$ cat config.mk
export PLATFORM = sky130hd
export DESIGN_NAME = btn_debounce_flat
export DESIGN_NICKNAME = d
export VERILOG_FILES = /design/src/rtl/btn_debounce_pkg.sv /design/src/rtl/btn_debounce_if.sv /design/src/rtl/btn_debounce_chan.sv /design/src/rtl/btn_debounce.sv /design/src/flat_wrapper.sv
export SDC_FILE = /design/constraint.sdc
export NUM_CORES = 1
export LEC_CHECK = 0
export BUFFER_PORTS_ARGS = -buffer_cell sky130_fd_sc_hd__clkbuf_2
export CORE_MARGIN = 2
export CORE_UTILIZATION = 35
export CTS_CLUSTER_DIAMETER = 40
export DETAILED_ROUTE_END_ITERATION = 16
export PLACE_DENSITY_LB_ADDON = 0.2
export SYNTH_ARGS = -nofsm -noshare
export SYNTH_HDL_FRONTEND = slang
export SYNTH_SLANG_ARGS = --single-unit
$ cat constraint.sdc
create_clock -name clk -period 1.85 [get_ports clk]
set_input_delay 0.2775 -clock clk [delete_from_list [all_inputs] [get_ports clk]]
set_output_delay 0.2775 -clock clk [all_outputs]
set_load 0.1 [all_outputs]
$ cat src/rtl/btn_debounce_pkg.sv
// Shared constants for the push-button debouncer feeding the lab full adder.
package btn_debounce_pkg;

    localparam int unsigned BTN_ADDEND = 0;
    localparam int unsigned BTN_AUGEND = 1;
    localparam int unsigned BTN_CARRY  = 2;

    localparam int unsigned DEBOUNCE_CYCLES_DEFAULT = 240000;
    localparam int unsigned DEBOUNCE_CYCLES_SIM     = 4;

endpackage

$ cat src/rtl/btn_debounce_if.sv
// Button bundle between the board pins / consumers and the debouncer.
interface btn_debounce_if #(
    parameter int unsigned NUM_BTN = 3
);
    logic [NUM_BTN-1:0] btn_raw;
    logic [NUM_BTN-1:0] btn_level;
    logic [NUM_BTN-1:0] btn_press;
    logic [NUM_BTN-1:0] btn_release;
    logic               any_change;

    modport master (
        output btn_raw,
        input  btn_level,
        input  btn_press,
        input  btn_release,
        input  any_change
    );

    modport slave (
        input  btn_raw,
        output btn_level,
        output btn_press,
        output btn_release,
        output any_change
    );
endinterface

$ cat src/rtl/btn_debounce_chan.sv
// One debounce channel: 2-FF synchroniser, stability counter, level and edge pulses.
module debounce_chan #(
    parameter int unsigned DEBOUNCE_CYCLES = 4,
    parameter int unsigned CNT_W           = $clog2(DEBOUNCE_CYCLES)
) (
    input  logic clk,
    input  logic rst,
    input  logic i_n,
    output logic o_level,
    output logic o_press,
    output logic o_release,
    output logic o_fire_c
);
    localparam logic [CNT_W-1:0] CNT_MAX = CNT_W'(DEBOUNCE_CYCLES - 1);

    logic             r_s1;
    logic             r_s2;
    logic [CNT_W-1:0] r_cnt;
    logic             r_level;
    logic             r_press;
    logic             r_release;
    logic             w_diff;
    logic             w_done;

    assign w_diff   = (r_s2 != r_level);
    assign w_done   = w_diff && (r_cnt == CNT_MAX);
    assign o_fire_c = w_done;

    // Any return of s2 to the accepted level restarts the qualification window.
    always_ff @(posedge clk) begin
        if (rst) begin
            r_s1      <= 1'b0;
            r_s2      <= 1'b0;
            r_cnt     <= '0;
            r_level   <= 1'b0;
            r_press   <= 1'b0;
            r_release <= 1'b0;
        end else begin
            r_s1 <= i_n;
            r_s2 <= r_s1;
            if (!w_diff) begin
                r_cnt     <= '0;
                r_press   <= 1'b0;
                r_release <= 1'b0;
            end else if (!w_done) begin
                r_cnt     <= r_cnt + CNT_W'(1);
                r_press   <= 1'b0;
                r_release <= 1'b0;
            end else begin
                r_level   <= r_s2;
                r_cnt     <= '0;
                r_press   <= r_s2;
                r_release <= ~r_s2;
            end
        end
    end

    assign o_level   = r_level;
    assign o_press   = r_press;
    assign o_release = r_release;

endmodule

$ cat src/rtl/btn_debounce.sv
// Multi-channel button conditioner: polarity normalisation, per-channel debounce, change flag.
module btn_debounce
    import btn_debounce_pkg::*;
#(
    parameter int unsigned NUM_BTN         = 3,
    parameter int unsigned DEBOUNCE_CYCLES = DEBOUNCE_CYCLES_DEFAULT,
    parameter bit          BTN_ACTIVE_LOW  = 1'b0
) (
    input  logic                 clk,
    input  logic                 rst,
    btn_debounce_if.slave        bus
);
    localparam int unsigned        CNT_W    = $clog2(DEBOUNCE_CYCLES);
    localparam logic [NUM_BTN-1:0] POL_MASK = {NUM_BTN{BTN_ACTIVE_LOW}};

    logic [NUM_BTN-1:0] w_norm;
    logic [NUM_BTN-1:0] w_level;
    logic [NUM_BTN-1:0] w_press;
    logic [NUM_BTN-1:0] w_release;
    logic [NUM_BTN-1:0] w_fire;
    logic               r_any_change;

    assign w_norm = bus.btn_raw ^ POL_MASK;

    for (genvar gi = 0; gi < NUM_BTN; gi++) begin : g_chan
        debounce_chan #(
            .DEBOUNCE_CYCLES (DEBOUNCE_CYCLES),
            .CNT_W           (CNT_W)
        ) u_chan (
            .clk       (clk),
            .rst       (rst),
            .i_n       (w_norm[gi]),
            .o_level   (w_level[gi]),
            .o_press   (w_press[gi]),
            .o_release (w_release[gi]),
            .o_fire_c  (w_fire[gi])
        );
    end

    // Registered alongside the channel pulses so it lands in the same cycle.
    always_ff @(posedge clk) begin
        if (rst) begin
            r_any_change <= 1'b0;
        end else begin
            r_any_change <= |w_fire;
        end
    end

    assign bus.btn_level   = w_level;
    assign bus.btn_press   = w_press;
    assign bus.btn_release = w_release;
    assign bus.any_change  = r_any_change;

endmodule
$ cat src/flat_wrapper.sv
// flat-port wrapper written by rule: the top's interface ports become plain ports
module btn_debounce_flat import btn_debounce_pkg::*;
#(
    parameter int unsigned NUM_BTN         = 3,
    parameter int unsigned DEBOUNCE_CYCLES = DEBOUNCE_CYCLES_DEFAULT,
    parameter bit          BTN_ACTIVE_LOW  = 1'b0
)
  (clk, rst, bus_btn_raw, bus_btn_level, bus_btn_press, bus_btn_release, bus_any_change);
  btn_debounce_if #(.NUM_BTN(NUM_BTN)) bus_i ();
  input  logic clk;
  input  logic rst;
  input wire logic [$bits(bus_i.btn_raw)-1:0] bus_btn_raw;
  output wire logic [$bits(bus_i.btn_level)-1:0] bus_btn_level;
  output wire logic [$bits(bus_i.btn_press)-1:0] bus_btn_press;
  output wire logic [$bits(bus_i.btn_release)-1:0] bus_btn_release;
  output wire logic [$bits(bus_i.any_change)-1:0] bus_any_change;
  assign bus_i.btn_raw = bus_btn_raw;
  assign bus_btn_level = bus_i.btn_level;
  assign bus_btn_press = bus_i.btn_press;
  assign bus_btn_release = bus_i.btn_release;
  assign bus_any_change = bus_i.any_change;
  btn_debounce #(.NUM_BTN(NUM_BTN), .DEBOUNCE_CYCLES(DEBOUNCE_CYCLES), .BTN_ACTIVE_LOW(BTN_ACTIVE_LOW)) u_core (.clk(clk), .rst(rst), .bus(bus_i));
endmodule
==> impl_metrics.env, run 1 <==
export IMPL_relSlewSlack=0.628
export IMPL_grt_pass1_wl_um=10500
export IMPL_syn_to_final_growth_pct=18.7
export IMPL_setup_violations_final=13
export IMPL_final_common_cell="dfxtp_1"
export IMPL_drt_iter0_markers=93
export IMPL_post_cts_buffers=0
export IMPL_finalHoldViolations=0
export IMPL_critPathArrivalTime_ns=2.10
export IMPL_max_stage_delay_ns=0.53
export IMPL_cp_top_family="simple AND/OR/NAND/NOR gates"
export IMPL_seq_area_frac_synth=0.465
export IMPL_cts_htree_levels=3
export IMPL_drt_pass1_iter_count=4
export IMPL_synth_edff_count=0
export IMPL_use_met2=0.200
export IMPL_synth_seq_cells=70
export IMPL_numCtsBuffers=9
export IMPL_drive_above_1_share=0.202
export IMPL_clk_path_buf_depth=2
export IMPL_final_cells=487
export IMPL_synth_top_area_cell="dfxtp_1"
export IMPL_rsz0062_at_grt="yes"
export IMPL_use_met1=0.182
export IMPL_worst_slew_pin_slew_ns=0.561
export IMPL_avgViaCountPerCell=4.91
export IMPL_cts_sinks=70
export IMPL_initial_core_util=0.363
export IMPL_cp_slowest_cell="or4b_4"
export IMPL_vdd_drop_max_v=0.000312
export IMPL_cts_root_buf="clkbuf_8"
export IMPL_drt_total_wl_um=6040
export IMPL_grt_busiest_layer="met2"
export IMPL_detailed_place_hpwl_um=4250
export IMPL_cp_num_buf_inv=1
export IMPL_max_freq_mhz=534
export IMPL_gr_total_overflow=0
export IMPL_min_path_type="input pin to flop"
export IMPL_drv_cap=0
export IMPL_p_leak_uw=0.00114
export IMPL_fin_crit_sh=1.01
export IMPL_violations="setup timing"
export IMPL_slew_violations=0
export IMPL_setup_ws_ns=-0.0233
export IMPL_power_uw=2830
export IMPL_crit_required_ns=2.08
export IMPL_postLayoutCellArea_mm2=0.00358
export IMPL_antenna_cells=0
export IMPL_final_cell_mix="dfxtp_1, nor2_1, xnor2_1"
export IMPL_period_needed_ns=1.87
export IMPL_antenna_found_initial=0
export IMPL_gp_congestion=0.752
export IMPL_finClkSkew_ns=0.0180
export IMPL_die_height_um=96.8
export IMPL_synthDistinctLibCells=39
export IMPL_synth_top_area_share=0.465
export IMPL_track_usage=0.134
export IMPL_nets=385
export IMPL_cp_max_fo=7
export IMPL_syn_area_mm2=0.00302
export IMPL_hold_slack_ns=0.136
export IMPL_io_pins=15
export IMPL_syn_nets=349
export IMPL_fp_dieW_um=96.8
export IMPL_path_class="flop to flop"
export IMPL_dp_cells=470
export IMPL_num_rows=33
export IMPL_coreArea_mm2=0.00830
export IMPL_ys_async_sr_fraction=0
export IMPL_end_kind="flop"
export IMPL_synth_top_cells_by_area="dfxtp_1, xnor2_1, nor2_1, xor2_1, nand3_1"
export IMPL_via_count=2393
export IMPL_status="finished with violations"
export IMPL_clk_latency_ns=0.34
export IMPL_grt_pass1_vias=2258
export IMPL_ant_nets=0
export IMPL_postSynthAreaPerCell_um2=8.84
export IMPL_grt_use_met3=0.0383
export IMPL_grt_max_degree=19
export IMPL_synth_cells=341
export IMPL_fp_dieArea_mm2=0.00937
export IMPL_p_per_area_mw_per_mm2=791
export IMPL_cts_clk_slew_worst_paths_ns=0.09
export IMPL_start_kind="flop"
export IMPL_ctsHoldBuffers=0
export IMPL_path_cells="or4b_4 -> or4_4 -> o21ai_4 -> buf_6 -> nor2_2"
export IMPL_post_drt_wl_per_cell_um=12.4
export IMPL_yosysWarnings=0
export IMPL_placed_area_mm2=0.00332
export IMPL_numPortBuffers=14
export IMPL_setup_tns_ns=-0.132
export IMPL_cts_tree="yes"
export IMPL_drc=0
export IMPL_synth_ff_type="dfxtp_1"
-- power by group --
group | internal (uW) | switching, uW
logic | 17.3 | 22.5
registers | 1510 | 5.55
clock network | 667 | 605
total | 2200 | 633
-- layout make-up --
class                      count  area (um^2)
timing repair buffer          40          285
tap                          105          131
clock inverter                 6         67.6
multi-input combinational    245         1510
inverter                      11         41.3
sequential                    70         1400
fill                         844         4720
clock buffer                  10          138
-- per-layer routing --
metal  vias up  wire length (um)  part of all wire
li1       1261                 -                 -
met4         0                94             0.016
met1      1092              3150              0.52
met5         -                 0                 0
met2        33              2600              0.43
met3         7               200             0.033
-- synth_stat cells, types with 5 or more instances --
master and number:
dfxtp_1 70, o21ai_0 10, or4_1 7, a21oi_1 17
nor2_1 51, nand2_1 17, buf_4 9, nor4_1 5
and3_1 6, nand4_1 16, xor2_1 13, inv_1 11
xnor2_1 24, nand3_1 22, nor3_1 11, nor2b_1 6
or3_1 9
-- timing repair --
item | CTS | global route
cloned | 1 | 0
setup endpoints to repair | 13 | 21
pin swaps | 3 | 6
resized for setup | 5 | 9
-- path summary, 6_finish.rpt --
| path | from | end | slack [ns] | cells after the start |
|---|---|---|---|---|
| min | bus_btn_raw[1] | u_core.g_chan[1].u_chan.r_s1$_SDFF_PP0_ | 0.14 | 2 |
| max | u_core.g_chan[2].u_chan.r_cnt[9]$_SDFF_PP0_ | u_core.g_chan[2].u_chan.r_cnt[4]$_SDFF_PP0_ | -0.02 | 5 |
| min reg2reg | u_core.g_chan[2].u_chan.r_s1$_SDFF_PP0_ | u_core.g_chan[2].u_chan.r_s2$_SDFF_PP0_ | 0.44 | 1 |
| max reg2reg | u_core.g_chan[2].u_chan.r_cnt[9]$_SDFF_PP0_ | u_core.g_chan[2].u_chan.r_cnt[4]$_SDFF_PP0_ | -0.02 | 5 |
-- state kept, by name, indices dropped and copies added, names as in the netlist --
register,flops
u_core.bus.any_change,1
u_core.g_chan.u_chan.o_level,3
u_core.g_chan.u_chan.o_press,3
u_core.g_chan.u_chan.o_release,3
u_core.g_chan.u_chan.r_cnt,54
u_core.g_chan.u_chan.r_s1,3
u_core.g_chan.u_chan.r_s2,3
-- through the flow --
step                      worst slack [ns]   util
after floorplan                    -0.0345      -
after global placement            -0.00916  0.400
after detailed placement           -0.0253  0.400
after CTS                          -0.0200  0.428
after global routing               -0.0826  0.431
final                              -0.0233  0.431
-- logic make-up after synthesis --
family	count (synthesis)	share of synthesized area
flops	70	0.465
compound gates	37	0.0730
fa+ha+maj	3	0.0124
simple gates	168	0.295
buf+inv	26	0.0469
xor+xnor	37	0.107
No activity file was read; power rests on OpenSTA's default activity.
==> run 2: changes to the inputs <==
--- a/config.mk
+++ b/config.mk
@@ -7,7 +7,7 @@
 export LEC_CHECK = 0
 export BUFFER_PORTS_ARGS = -buffer_cell sky130_fd_sc_hd__clkbuf_2
 export CORE_MARGIN = 2
-export CORE_UTILIZATION = 35
+export CORE_UTILIZATION = 45
 export CTS_CLUSTER_DIAMETER = 40
 export DETAILED_ROUTE_END_ITERATION = 16
 export PLACE_DENSITY_LB_ADDON = 0.2
==> impl_metrics.env, run 2 (synthesized netlist as in run 1, its figures left out) <==
export IMPL_syn_to_final_growth_pct=17.8
export IMPL_p_leak_uw=0.00116
export IMPL_avgViaCountPerCell=5.26
export IMPL_grt_pass1_wl_um=10300
export IMPL_final_cell_mix="dfxtp_1, nor2_1, buf_4"
export IMPL_cts_sinks=70
export IMPL_power_share_combinational=0.013
export IMPL_cts_root_buf="clkbuf_8"
export IMPL_finalHoldViolations=0
export IMPL_detailed_place_hpwl_um=4140
export IMPL_setup_ws_ns=-0.0173
export IMPL_grt_pass1_vias=2315
export IMPL_initial_core_util=0.470
export IMPL_drt_total_wl_um=5820
export IMPL_largest_reg_flops=54
export IMPL_power_internal_uw=2320
export IMPL_gr_total_overflow=0
export IMPL_num_rows=29
export IMPL_io_pins=15
export IMPL_clk_latency_ns=0.34
export IMPL_antenna_found_initial=0
export IMPL_post_drt_wl_per_cell_um=12.6
export IMPL_end_kind="flop"
export IMPL_die_height_um=85.9
export IMPL_violations="setup timing"
export IMPL_cts_htree_levels=3
export IMPL_final_core_util=0.553
export IMPL_drt_iter0_markers=77
export IMPL_track_usage=0.177
export IMPL_drive_above_1_share=0.188
export IMPL_cts_clk_slew_worst_paths_ns=0.08
export IMPL_finClkSkew_ns=0.00905
export IMPL_period_needed_ns=1.87
export IMPL_path_class="flop to flop"
export IMPL_grt_max_degree=19
export IMPL_regMostFlops="u_core.g_chan.u_chan.r_cnt"
export IMPL_p_per_area_mw_per_mm2=819
export IMPL_setup_violations_final=16
export IMPL_final_common_cell="dfxtp_1"
export IMPL_fp_dieW_um=85.9
export IMPL_nets=386
export IMPL_min_path_type="input pin to flop"
export IMPL_drc=0
export IMPL_numPortBuffers=14
export IMPL_crit_required_ns=2.08
export IMPL_status="finished with violations"
export IMPL_clock_power_share=0.465
export IMPL_vdd_drop_max_v=0.000560
export IMPL_max_freq_mhz=536
export IMPL_via_count=2419
export IMPL_drv_cap=0
export IMPL_slew_violations=0
export IMPL_critPathArrivalTime_ns=2.10
export IMPL_relSlewSlack=0.633
export IMPL_gp_congestion=0.821
export IMPL_cts_tree="yes"
export IMPL_p_switching_uw=589
export IMPL_ant_nets=0
export IMPL_worst_slew_pin_slew_ns=0.553
export IMPL_clk_path_buf_depth=2
export IMPL_cp_max_fo=17
export IMPL_coreArea_mm2=0.00642
export IMPL_antenna_cells=0
export IMPL_start_kind="flop"
export IMPL_ctsHoldBuffers=0
export IMPL_rsz0062_at_grt="yes"
export IMPL_drt_pass1_iter_count=4
export IMPL_setup_tns_ns=-0.111
export IMPL_swShare=0.202
export IMPL_numCtsBuffers=9
export IMPL_fp_dieArea_mm2=0.00737
export IMPL_fin_crit_sh=1.01
export IMPL_seqPwrFrac=0.522
run 2: repair_timing:
item	CTS	global route
setup buffers	0	0
endpoints found under the setup margin	17	21
gates resized for setup	0	3
run 2: path summary, 6_finish.rpt:
kind	cells past startpoint	slack [ns]	from	to
max	5	-0.02	u_core.g_chan[2].u_chan.r_cnt[9]$_SDFF_PP0_	u_core.g_chan[2].u_chan.r_cnt[7]$_SDFF_PP0_
min	2	0.14	bus_btn_raw[0]	u_core.g_chan[0].u_chan.r_s1$_SDFF_PP0_
max reg2reg	5	-0.02	u_core.g_chan[2].u_chan.r_cnt[9]$_SDFF_PP0_	u_core.g_chan[2].u_chan.r_cnt[7]$_SDFF_PP0_
min reg2reg	1	0.44	u_core.g_chan[1].u_chan.r_s1$_SDFF_PP0_	u_core.g_chan[1].u_chan.r_s2$_SDFF_PP0_
run 2: power groups by stage:
stage | registers [uW] | clock network [uW] | logic, uW
floorplan | 1550 | 0 | 22.7
global placement | 1550 | 0 | 37.7
detailed placement | 1550 | 0 | 38.4
CTS | 1520 | 1390 | 38.7
global route | 1520 | 1450 | 42.8
finish | 1520 | 1350 | 37.9
run 2: cell type report:
cell class / instances / area (um^2)
fillers: 575 / 2870
multi-input cells: 245 / 1490
flip-flops and latches: 70 / 1400
repair buffers: 41 / 298
clock buffers: 10 / 138
well taps: 77 / 96.3
clock inverters: 6 / 85.1
inverters: 11 / 41.3
run 2: critical path: stages (launching register included):
cell     delay, ns
dfxtp_2       0.32
or4b_4        0.53
or4_4         0.51
o21ai_4       0.18
buf_12        0.16
nor2_1        0.06
run 2: per-stage QoR:
stage | instances | hold WS, ns | total power (uW) | cell area, um^2 | worst slack (ns)
5_1_grt | 460 | 0.143 | 3020 | 3550 | -0.0568
2_1_floorplan | 341 | 0.349 | 1580 | 3020 | -0.0345
4_1_cts | 460 | 0.127 | 2950 | 3540 | -0.0171
3_3_place_gp | 444 | 0.420 | 1590 | 3320 | 0.0144
3_5_place_dp | 444 | 0.420 | 1590 | 3320 | -0.00494
6_report | 460 | 0.145 | 2910 | 3550 | -0.0173
run 2: routing by layer:
layer,track usage,share of wire,routed length (um),vias to the layer above
met1,0.228,0.49,2870,1105
met4,0.0765,0.019,108,0
met5,0,0,0,-
li1,-,-,-,1267
met2,0.277,0.46,2670,35
met3,0.0500,0.029,170,12
